==> src/rtl/qos_ingress_shaper_if.sv <==
// Handshake bundle between the ingress shaper, its upstream source and the
// downstream QoS arbiter port. The shaper uses the slave view; the
// environment (source plus arbiter) uses the master view.
interface qos_ingress_shaper_if #(
  parameter int unsigned DATA_WIDTH = 64,
  parameter int unsigned PRIO_WIDTH = 2
);
  logic                  in_valid;
  logic                  in_ready;
  logic [DATA_WIDTH-1:0] in_data;
  logic [PRIO_WIDTH-1:0] in_prio;
  logic                  req_valid;
  logic [PRIO_WIDTH-1:0] req_prio;
  logic [DATA_WIDTH-1:0] req_data;
  logic                  grant_ack;

  modport master (
    output in_valid, in_data, in_prio, grant_ack,
    input  in_ready, req_valid, req_prio, req_data
  );

  modport slave (
    input  in_valid, in_data, in_prio, grant_ack,
    output in_ready, req_valid, req_prio, req_data
  );
endinterface

==> src/rtl/qos_ingress_shaper.sv <==
// Per-port ingress shaper: small flit FIFO, token-bucket rate limiter and
// head-of-line age escalation feeding one port of the NoC QoS arbiter.
module qos_ingress_shaper #(
  parameter int unsigned DATA_WIDTH  = 64,
  parameter int unsigned PRIO_WIDTH  = 2,
  parameter int unsigned DEPTH       = 8,
  parameter int unsigned TOKEN_WIDTH = 16,
  parameter int unsigned AGE_LIMIT   = 255,
  parameter int unsigned AGE_WIDTH   = 8
) (
  input  logic                    clk,
  input  logic                    rst_n,
  qos_ingress_shaper_if.slave     bus,
  input  logic [TOKEN_WIDTH-1:0]  cfg_rate,
  input  logic [TOKEN_WIDTH-1:0]  cfg_burst,
  input  logic [TOKEN_WIDTH-1:0]  cfg_cost,
  output logic [TOKEN_WIDTH-1:0]  token_level,
  output logic [$clog2(DEPTH):0]  fifo_count,
  output logic [1:0]              shaper_status
);

  localparam int unsigned PTR_W = $clog2(DEPTH);
  localparam int unsigned CNT_W = PTR_W + 1;

  typedef enum logic [1:0] {
    ST_IDLE      = 2'd0,
    ST_THROTTLED = 2'd1,
    ST_REQUEST   = 2'd2,
    ST_AGED      = 2'd3
  } status_e;

  logic [DATA_WIDTH-1:0]  data_mem [DEPTH];
  logic [PRIO_WIDTH-1:0]  prio_mem [DEPTH];
  logic [PTR_W-1:0]       wr_ptr;
  logic [PTR_W-1:0]       rd_ptr;
  logic [CNT_W-1:0]       count;
  logic [TOKEN_WIDTH-1:0] tokens;
  logic [TOKEN_WIDTH-1:0] tokens_next;
  logic [AGE_WIDTH-1:0]   age;
  logic [TOKEN_WIDTH:0]   t_spent;
  logic [TOKEN_WIDTH:0]   t_refill;
  logic                   empty;
  logic                   full;
  logic                   aged;
  logic                   can_pay;
  logic                   push;
  logic                   fire;
  status_e                status;

  // Handshake qualifiers, all derived from registered state plus the strobes.
  always_comb begin
    empty   = (count == '0);
    full    = (count == CNT_W'(DEPTH));
    aged    = (age == AGE_WIDTH'(AGE_LIMIT));
    can_pay = (tokens >= cfg_cost);
    push    = bus.in_valid && !full;
    fire    = !empty && can_pay && bus.grant_ack;
  end

  // Bucket update at one extra bit: spend on fire, refill, clip to ceiling.
  always_comb begin
    t_spent     = {1'b0, tokens} - (fire ? {1'b0, cfg_cost} : '0);
    t_refill    = t_spent + {1'b0, cfg_rate};
    tokens_next = (t_refill > {1'b0, cfg_burst}) ? cfg_burst
                                                 : t_refill[TOKEN_WIDTH-1:0];
  end

  // Pointers, occupancy, token bucket and head age.
  always_ff @(posedge clk or negedge rst_n) begin
    if (!rst_n) begin
      wr_ptr <= '0;
      rd_ptr <= '0;
      count  <= '0;
      tokens <= '0;
      age    <= '0;
    end else begin
      if (push) wr_ptr <= wr_ptr + 1'b1;
      if (fire) rd_ptr <= rd_ptr + 1'b1;
      case ({push, fire})
        2'b10:   count <= count + 1'b1;
        2'b01:   count <= count - 1'b1;
        default: count <= count;
      endcase
      tokens <= tokens_next;
      if (empty || fire) age <= '0;
      else if (!aged)    age <= age + 1'b1;
    end
  end

  // Flit storage; contents are don't-care until written, so no reset.
  always_ff @(posedge clk) begin
    if (push) begin
      data_mem[wr_ptr] <= bus.in_data;
      prio_mem[wr_ptr] <= bus.in_prio;
    end
  end

  // Head status decode and output drive; head fields are masked while empty.
  always_comb begin
    status = ST_IDLE;
    if (empty)        status = ST_IDLE;
    else if (aged)    status = ST_AGED;
    else if (!can_pay) status = ST_THROTTLED;
    else              status = ST_REQUEST;

    bus.in_ready  = !full;
    bus.req_valid = !empty && can_pay;
    bus.req_prio  = empty ? '0 : (aged ? '1 : prio_mem[rd_ptr]);
    bus.req_data  = empty ? '0 : data_mem[rd_ptr];
    token_level   = tokens;
    fifo_count    = count;
    shaper_status = status;
  end

endmodule

==> src/flat_wrapper.sv <==
// flat-port wrapper written by rule: the top's interface ports become plain ports
module qos_ingress_shaper_flat 
#(
  parameter int unsigned DATA_WIDTH  = 64,
  parameter int unsigned PRIO_WIDTH  = 2,
  parameter int unsigned DEPTH       = 8,
  parameter int unsigned TOKEN_WIDTH = 16,
  parameter int unsigned AGE_LIMIT   = 255,
  parameter int unsigned AGE_WIDTH   = 8
)
  (clk, rst_n, cfg_rate, cfg_burst, cfg_cost, token_level, fifo_count, shaper_status, bus_in_valid, bus_in_data, bus_in_prio, bus_grant_ack, bus_in_ready, bus_req_valid, bus_req_prio, bus_req_data);
  qos_ingress_shaper_if #(.DATA_WIDTH(DATA_WIDTH), .PRIO_WIDTH(PRIO_WIDTH)) bus_i ();
  input  logic clk;
  input  logic rst_n;
  input  logic [TOKEN_WIDTH-1:0] cfg_rate;
  input  logic [TOKEN_WIDTH-1:0] cfg_burst;
  input  logic [TOKEN_WIDTH-1:0] cfg_cost;
  output logic [TOKEN_WIDTH-1:0] token_level;
  output logic [$clog2(DEPTH):0] fifo_count;
  output logic [1:0] shaper_status;
  input wire logic [$bits(bus_i.in_valid)-1:0] bus_in_valid;
  input wire logic [$bits(bus_i.in_data)-1:0] bus_in_data;
  input wire logic [$bits(bus_i.in_prio)-1:0] bus_in_prio;
  input wire logic [$bits(bus_i.grant_ack)-1:0] bus_grant_ack;
  output wire logic [$bits(bus_i.in_ready)-1:0] bus_in_ready;
  output wire logic [$bits(bus_i.req_valid)-1:0] bus_req_valid;
  output wire logic [$bits(bus_i.req_prio)-1:0] bus_req_prio;
  output wire logic [$bits(bus_i.req_data)-1:0] bus_req_data;
  assign bus_i.in_valid = bus_in_valid;
  assign bus_i.in_data = bus_in_data;
  assign bus_i.in_prio = bus_in_prio;
  assign bus_i.grant_ack = bus_grant_ack;
  assign bus_in_ready = bus_i.in_ready;
  assign bus_req_valid = bus_i.req_valid;
  assign bus_req_prio = bus_i.req_prio;
  assign bus_req_data = bus_i.req_data;
  qos_ingress_shaper #(.DATA_WIDTH(DATA_WIDTH), .PRIO_WIDTH(PRIO_WIDTH), .DEPTH(DEPTH), .TOKEN_WIDTH(TOKEN_WIDTH), .AGE_LIMIT(AGE_LIMIT), .AGE_WIDTH(AGE_WIDTH)) u_core (.clk(clk), .rst_n(rst_n), .bus(bus_i), .cfg_rate(cfg_rate), .cfg_burst(cfg_burst), .cfg_cost(cfg_cost), .token_level(token_level), .fifo_count(fifo_count), .shaper_status(shaper_status));
endmodule
==> config.mk <==
export PLATFORM = sky130hd
export DESIGN_NAME = qos_ingress_shaper_flat
export DESIGN_NICKNAME = d
export VERILOG_FILES = /design/src/rtl/qos_ingress_shaper_if.sv /design/src/rtl/qos_ingress_shaper.sv /design/src/flat_wrapper.sv
export SDC_FILE = /design/constraint.sdc
export NUM_CORES = 1
export LEC_CHECK = 0
export CAP_MARGIN = 10
export CELL_PAD_IN_SITES_DETAIL_PLACEMENT = 1
export CELL_PAD_IN_SITES_GLOBAL_PLACEMENT = 2
export CORE_MARGIN = 2
export CORE_UTILIZATION = 40
export DETAILED_ROUTE_END_ITERATION = 12
export PLACE_DENSITY = 0.84
export SYNTH_ARGS = -nofsm -noshare
export SYNTH_HDL_FRONTEND = slang
export SYNTH_SLANG_ARGS = --single-unit
==> constraint.sdc <==
create_clock -name clk -period 6.63 [get_ports clk]
set_input_delay 0.9945 -clock clk [delete_from_list [all_inputs] [get_ports clk]]
set_output_delay 0.9945 -clock clk [all_outputs]
set_load 0.1 [all_outputs]
==> results.toml, run 1 <==
[run_status]
outcome = "finished clean"

[placement]
port_buffers = 207
dpl.hpwl_um = 34500
dp_cells = 2252
gp_congestion = 0.817

[clocking]
cts_setup_buffers = 0
clkSinkCount = 562
cts_resized = 0
clkLatencyLatePin_ns = 0.61
clockBufferDepth = 3
cts_tree = "built"
cts_root_buf = "clkbuf_16"
ctsHoldBuffers = 0
clkTransAtPathRegs_ns = 0.06
numCtsBuffers = 57
cts_max_level = 2

[routing]
ant_nets = 0
drt_iter0_drc = 800
drc = 0
drt-total-wl_um = 56300
avgViaCountPerCell = 5.28
vias = 12500
firstDrtPassIters = 5
wl_per_cell_um = 23.9

[timing]
rsz0062_at_grt = "no"
max_freq_mhz = 162
tightest_slew_ns = 1.10
drv_slew = 0
min_period_over_period_pct = 93.0
max_slew_margin_pct = 26.3
finalClockSkew_ns = 0.0184
fin_crit_ns = 6.17
setup_viol = 0
hold_viol = 0

[grt]
antenna_found_initial = 6
grt_pass1_vias = 13800
gr-total-overflow = 0
grt_usage_pct = 18.6
grt_pass1_wl_um = 85000
grt_max_degree = 51

[synth]
ys_warn_count = 0
synth_common_cells = "528 x edfxtp_1, 132 x mux4_2, 98 x inv_1, 94 x nor2_1, 68 x mux2i_1"
synth_area_um2 = 23700
ys_ff_latch = 562
synthDistinctLibCells = 50
synth_edf_count = 528
yosysTopAreaCell = "edfxtp_1"
yosysSeqAreaShare_pct = 70.4
async_flop_share_pct = 6.05
synth_area_leaders = "edfxtp_1 67%, mux4_2 13%, dfrtp_1 3.6%, ha_1 2.9%, mux2i_1 2.9%"
mappedNetlistNets = 1471
syn_area_per_cell_um2 = 18.5
synth_top_area_share_pct = 66.8
syn_inst = 1281
ys.flop_type = "edfxtp_1"
synthMostInstantiatedCell = "edfxtp_1"

[worst_setup_path]
cp_top_family = "compound AO/OA/AOI/OAI gates"
crit_required_ns = 7.11
crit_end = "u_core.token_level[2]$_DFF_PN0_"
reg2reg_from = "u_core.token_level[0]$_DFF_PN0_"
regToRegEndpoint = "u_core.token_level[2]$_DFF_PN0_"
worst-path-buf-inv = 3
worstPathArrival_ns = 6.65
rr_worst_depth = 28
cp_max_fo = 10
cp_num_cells = 28
rrSetupSlack_ns = 0.91
cp_slowest_cell = "fa_1"
crit_type = "input pin to flip-flop"
slowest_delay_ns = 0.47
end_kind = "flip-flop"
worstSetupStartpointType = "input pin"
worst_path_most_repeated_cell = "ha_1"
startpoint = "cfg_cost[0]"

[floorplan]
start_util_pct = 40.3
rows = 89
ios = 208
die_width_um = 248
fp.dieH_um = 248
die_area_um2 = 61300
core_um2 = 58900

[final_layout]
layout.nets = 1728
drive_gt1_share_pct = 18.7
stdcell_count = 2359
area_growth_pct = 21.3

[hold_path]
min_path_type = "input pin to async pin"

[flow_run]
cap_violations = 0
==> layout make-up <==
type,instances,area (µm²)
Antenna cell,1,2.50
Clock buffer,72,1480
Timing Repair Buffer,249,2470
Multi-Input combinational cell,570,6520
Tap cell,773,967
Fill cell,5492,30100
Sequential cell,562,16700
Clock inverter,34,267
Inverter,98,368
==> worst min-delay path by stage <==
stage | from | cells past startpoint | endpoint | slack, ns
floorplan | u_core.wr_ptr[0]$_DFFE_PN0P_ | 2 | u_core.wr_ptr[0]$_DFFE_PN0P_ | 0.49
global placement | u_core.wr_ptr[0]$_DFFE_PN0P_ | 2 | u_core.wr_ptr[0]$_DFFE_PN0P_ | 0.51
detailed placement | u_core.wr_ptr[0]$_DFFE_PN0P_ | 2 | u_core.wr_ptr[0]$_DFFE_PN0P_ | 0.55
CTS | rst_n | 1 | u_core.fifo_count[0]$_DFFE_PN0P_ | 0.50
global route | rst_n | 1 | u_core.fifo_count[0]$_DFFE_PN0P_ | 0.54
finish | rst_n | 1 | u_core.fifo_count[0]$_DFFE_PN0P_ | 0.50
==> cell usage in the layout, fill, tap and decap left out, types with 3 or more instances in the layout <==
cell / n
edfxtp_1: 528
clkdlybuf4s50_1: 203
mux4_2: 132
inv_1: 98
nor2_1: 88
mux2i_1: 68
clkbuf_16: 57
ha_1: 55
buf_4: 37
dfrtp_1: 31
a21oi_1: 24
nor3_1: 19
nand2_1: 18
fa_1: 17
clkbuf_1: 15
nand3_1: 14
xnor2_1: 14
o21ai_0: 12
a21o_1: 11
clkinv_2: 11
xor2_1: 10
mux2_4: 10
clkinv_1: 10
nand2b_1: 8
buf_12: 8
nand4_1: 7
mux2_2: 7
nor2_4: 6
and3_1: 5
a31oi_1: 5
a211oi_1: 4
o211ai_1: 4
clkinvlp_4: 4
o21ai_1: 3
o21a_1: 3
clkinv_4: 3
dfrtp_4: 3
==> cell families after synthesis <==
logic type | after synthesis | share of synthesized area, %
flip-flops | 562 | 70.4
multiplexers | 218 | 16.4
AND/OR/NAND/NOR | 177 | 3.34
buffers and inverters | 149 | 2.52
AO/OA/AOI/OAI | 79 | 2.17
adder cells (fa/ha/maj) | 72 | 4.33
XOR/XNOR | 24 | 0.885
==> routing by layer <==
layer	global-route usage (%)	up-vias	part of all wire (%)
met5	0	-	0.12
met4	4.58	12	1.9
met3	3.80	79	5.9
met2	31.0	341	49
met1	25.1	6493	43
li1	-	5527	-
==> flip-flops by register name, indices dropped and copies added, names as in the netlist <==
register	count
u_core.data_mem	512
u_core.prio_mem	16
u_core.token_level	16
u_core.age	8
u_core.fifo_count	4
u_core.rd_ptr	3
u_core.wr_ptr	3
==> worst register-to-register path: cells and delay by family (launching register included) <==
kind                       cells  cell delay (ns)
DFF                            1             0.38
AOI/OAI and AO/OA             12             2.17
xor gates and xnor gates       1             0.10
buffers and inverters          3             0.29
muxes                          1             0.33
and+or+nand+nor                6             0.81
adders and majority gates      5             1.51
==> per-stage QoR <==
| stage | utilization, % | instance area, µm² | hold WS (ns) | worst slack, ns | TNS, ns |
|---|---|---|---|---|---|
| global placement | 45.9 | 27000 | 0.515 | 0.0633 | 0 |
| detailed placement | 45.9 | 27000 | 0.547 | -0.0782 | -0.859 |
| floorplan | - | 23800 | 0.489 | 0.786 | 0 |
| CTS | 48.9 | 28800 | 0.496 | 0.539 | 0 |
| finish | 48.9 | 28800 | 0.497 | 0.463 | 0 |
| global route | 48.9 | 28800 | 0.539 | 0.0980 | 0 |
Power of run 1 is left out: the tool's default activity adds up to more than one toggle a clock period on the data nets, which glitch-free logic cannot reach.
==> run 2, diff against run 1 <==
CORE_MARGIN = not set   (was 2)
CTS_CLUSTER_SIZE = 10   (was not set)
==> results.toml, run 2 (synthesized netlist as in run 1, its figures left out) <==
[timing]
finalClockSkew_ns = 0.0290
rsz0062_at_grt = "no"
tightest_slew_ns = 1.19
max_freq_mhz = 162
fin_crit_ns = 6.16
timing.hold.ws_ns = 0.535
hold_viol = 0
min_period_over_period_pct = 92.9
drv_slew = 0
setup_viol = 0
fin_ws_ns = 0.471
max_slew_margin_pct = 20.4

[worst_setup_path]
rrSetupSlack_ns = 0.90
worstSetupStartpointType = "input pin"
worst_path_most_repeated_cell = "ha_1"
cp_max_fo = 12
worst-path-buf-inv = 4
cp_top_family = "compound AO/OA/AOI/OAI gates"
crit_required_ns = 7.09
end_kind = "flip-flop"
worstPathArrival_ns = 6.62
slowest_delay_ns = 0.51
cp_slowest_cell = "fa_1"
crit_type = "input pin to flip-flop"

[routing]
drc = 0
wl_per_cell_um = 24.7
avgViaCountPerCell = 5.38
vias = 12600
drt-total-wl_um = 57800
drt_iter0_drc = 884
firstDrtPassIters = 5
ant_nets = 0

[floorplan]
start_util_pct = 40.8
core_um2 = 58100
rows = 88
fp.dieH_um = 246
ios = 208
die_area_um2 = 60300
die_width_um = 246

[hold_path]
min_path_type = "flip-flop to flip-flop"

[placement]
dpl.hpwl_um = 35900
gp_congestion = 0.823
place_area_um2 = 27100
port_buffers = 207
place_ws_ns = -0.0841

[clocking]
clkSinkCount = 562
clockBufferDepth = 3
cts_root_buf = "clkbuf_16"
cts_setup_buffers = 0
cts_resized = 0
ctsHoldBuffers = 0
cts_tree = "built"
numCtsBuffers = 67
cts_max_level = 3
clkTransAtPathRegs_ns = 0.05
clkLatencyLatePin_ns = 0.59

[grt]
gr-total-overflow = 0
antenna_found_initial = 9
grt_pass1_vias = 14200
grt_usage_pct = 19.6
grt_max_degree = 74
grt_pass1_wl_um = 87900

[final_layout]
finish.utilization_pct = 49.8
design_area_um2 = 29000
largest_register = "u_core.data_mem"
largest_reg_flops = 512
area_growth_pct = 22.0
final_cell_mix = "528 x edfxtp_1, 205 x clkdlybuf4s50_1, 132 x mux4_2, 98 x inv_1, 88 x nor2_1"
layout.nets = 1748
drive_gt1_share_pct = 19.0
final_common_cell = "edfxtp_1"

[run_status]
outcome = "finished clean"

[flow_run]
cap_violations = 0
[run 2: worst min-delay path: stages, from the launching register on]
cell,delay (ns)
dfrtp_1,0.38
nand2_1,0.06
nand2_1,0.06
[run 2: metrics by stage]
step / TNS (ns) / std cells
after floorplan: 0 / 1281
final: 0 / 2340
after global placement: 0 / 2254
after detailed placement: -0.918 / 2254
after global routing: 0 / 2339
after CTS: 0 / 2339
[run 2: cell type report]
| cell class | instances | area, µm² |
|---|---|---|
| inverters | 98 | 368 |
| clock inverters | 9 | 135 |
| flip-flops and latches | 562 | 16700 |
| diodes | 1 | 2.50 |
| clock buffers | 76 | 1730 |
| multi-input cells | 570 | 6520 |
| fillers | 5430 | 29200 |
| well taps | 765 | 957 |
| repair buffers | 259 | 2540 |
[run 2: final timing paths]
| kind | startpoint | endpoint | depth (start not counted) |
|---|---|---|---|
| worst min register to register | u_core.wr_ptr[0]$_DFFE_PN0P_ | u_core.wr_ptr[0]$_DFFE_PN0P_ | 2 |
| max in group asynchronous | rst_n | u_core.rd_ptr[2]$_DFFE_PN0N_ | 2 |
| worst min-delay path | u_core.wr_ptr[0]$_DFFE_PN0P_ | u_core.wr_ptr[0]$_DFFE_PN0P_ | 2 |
| worst max register to register | u_core.token_level[0]$_DFF_PN0_ | u_core.token_level[2]$_DFF_PN0_ | 27 |
| worst max-delay path | cfg_cost[0] | u_core.token_level[2]$_DFF_PN0_ | 27 |
| min in group asynchronous | rst_n | u_core.token_level[6]$_DFF_PN0_ | 2 |
[run 2: per-layer routing]
| metal | track usage [%] | part of all wire [%] |
|---|---|---|
| met1 | 24.9 | 41 |
| met2 | 33.6 | 50 |
| met3 | 4.81 | 6.9 |
| met4 | 5.22 | 1.7 |
| met5 | 0 | 0.19 |
Power of run 2 is left out for the same reason.
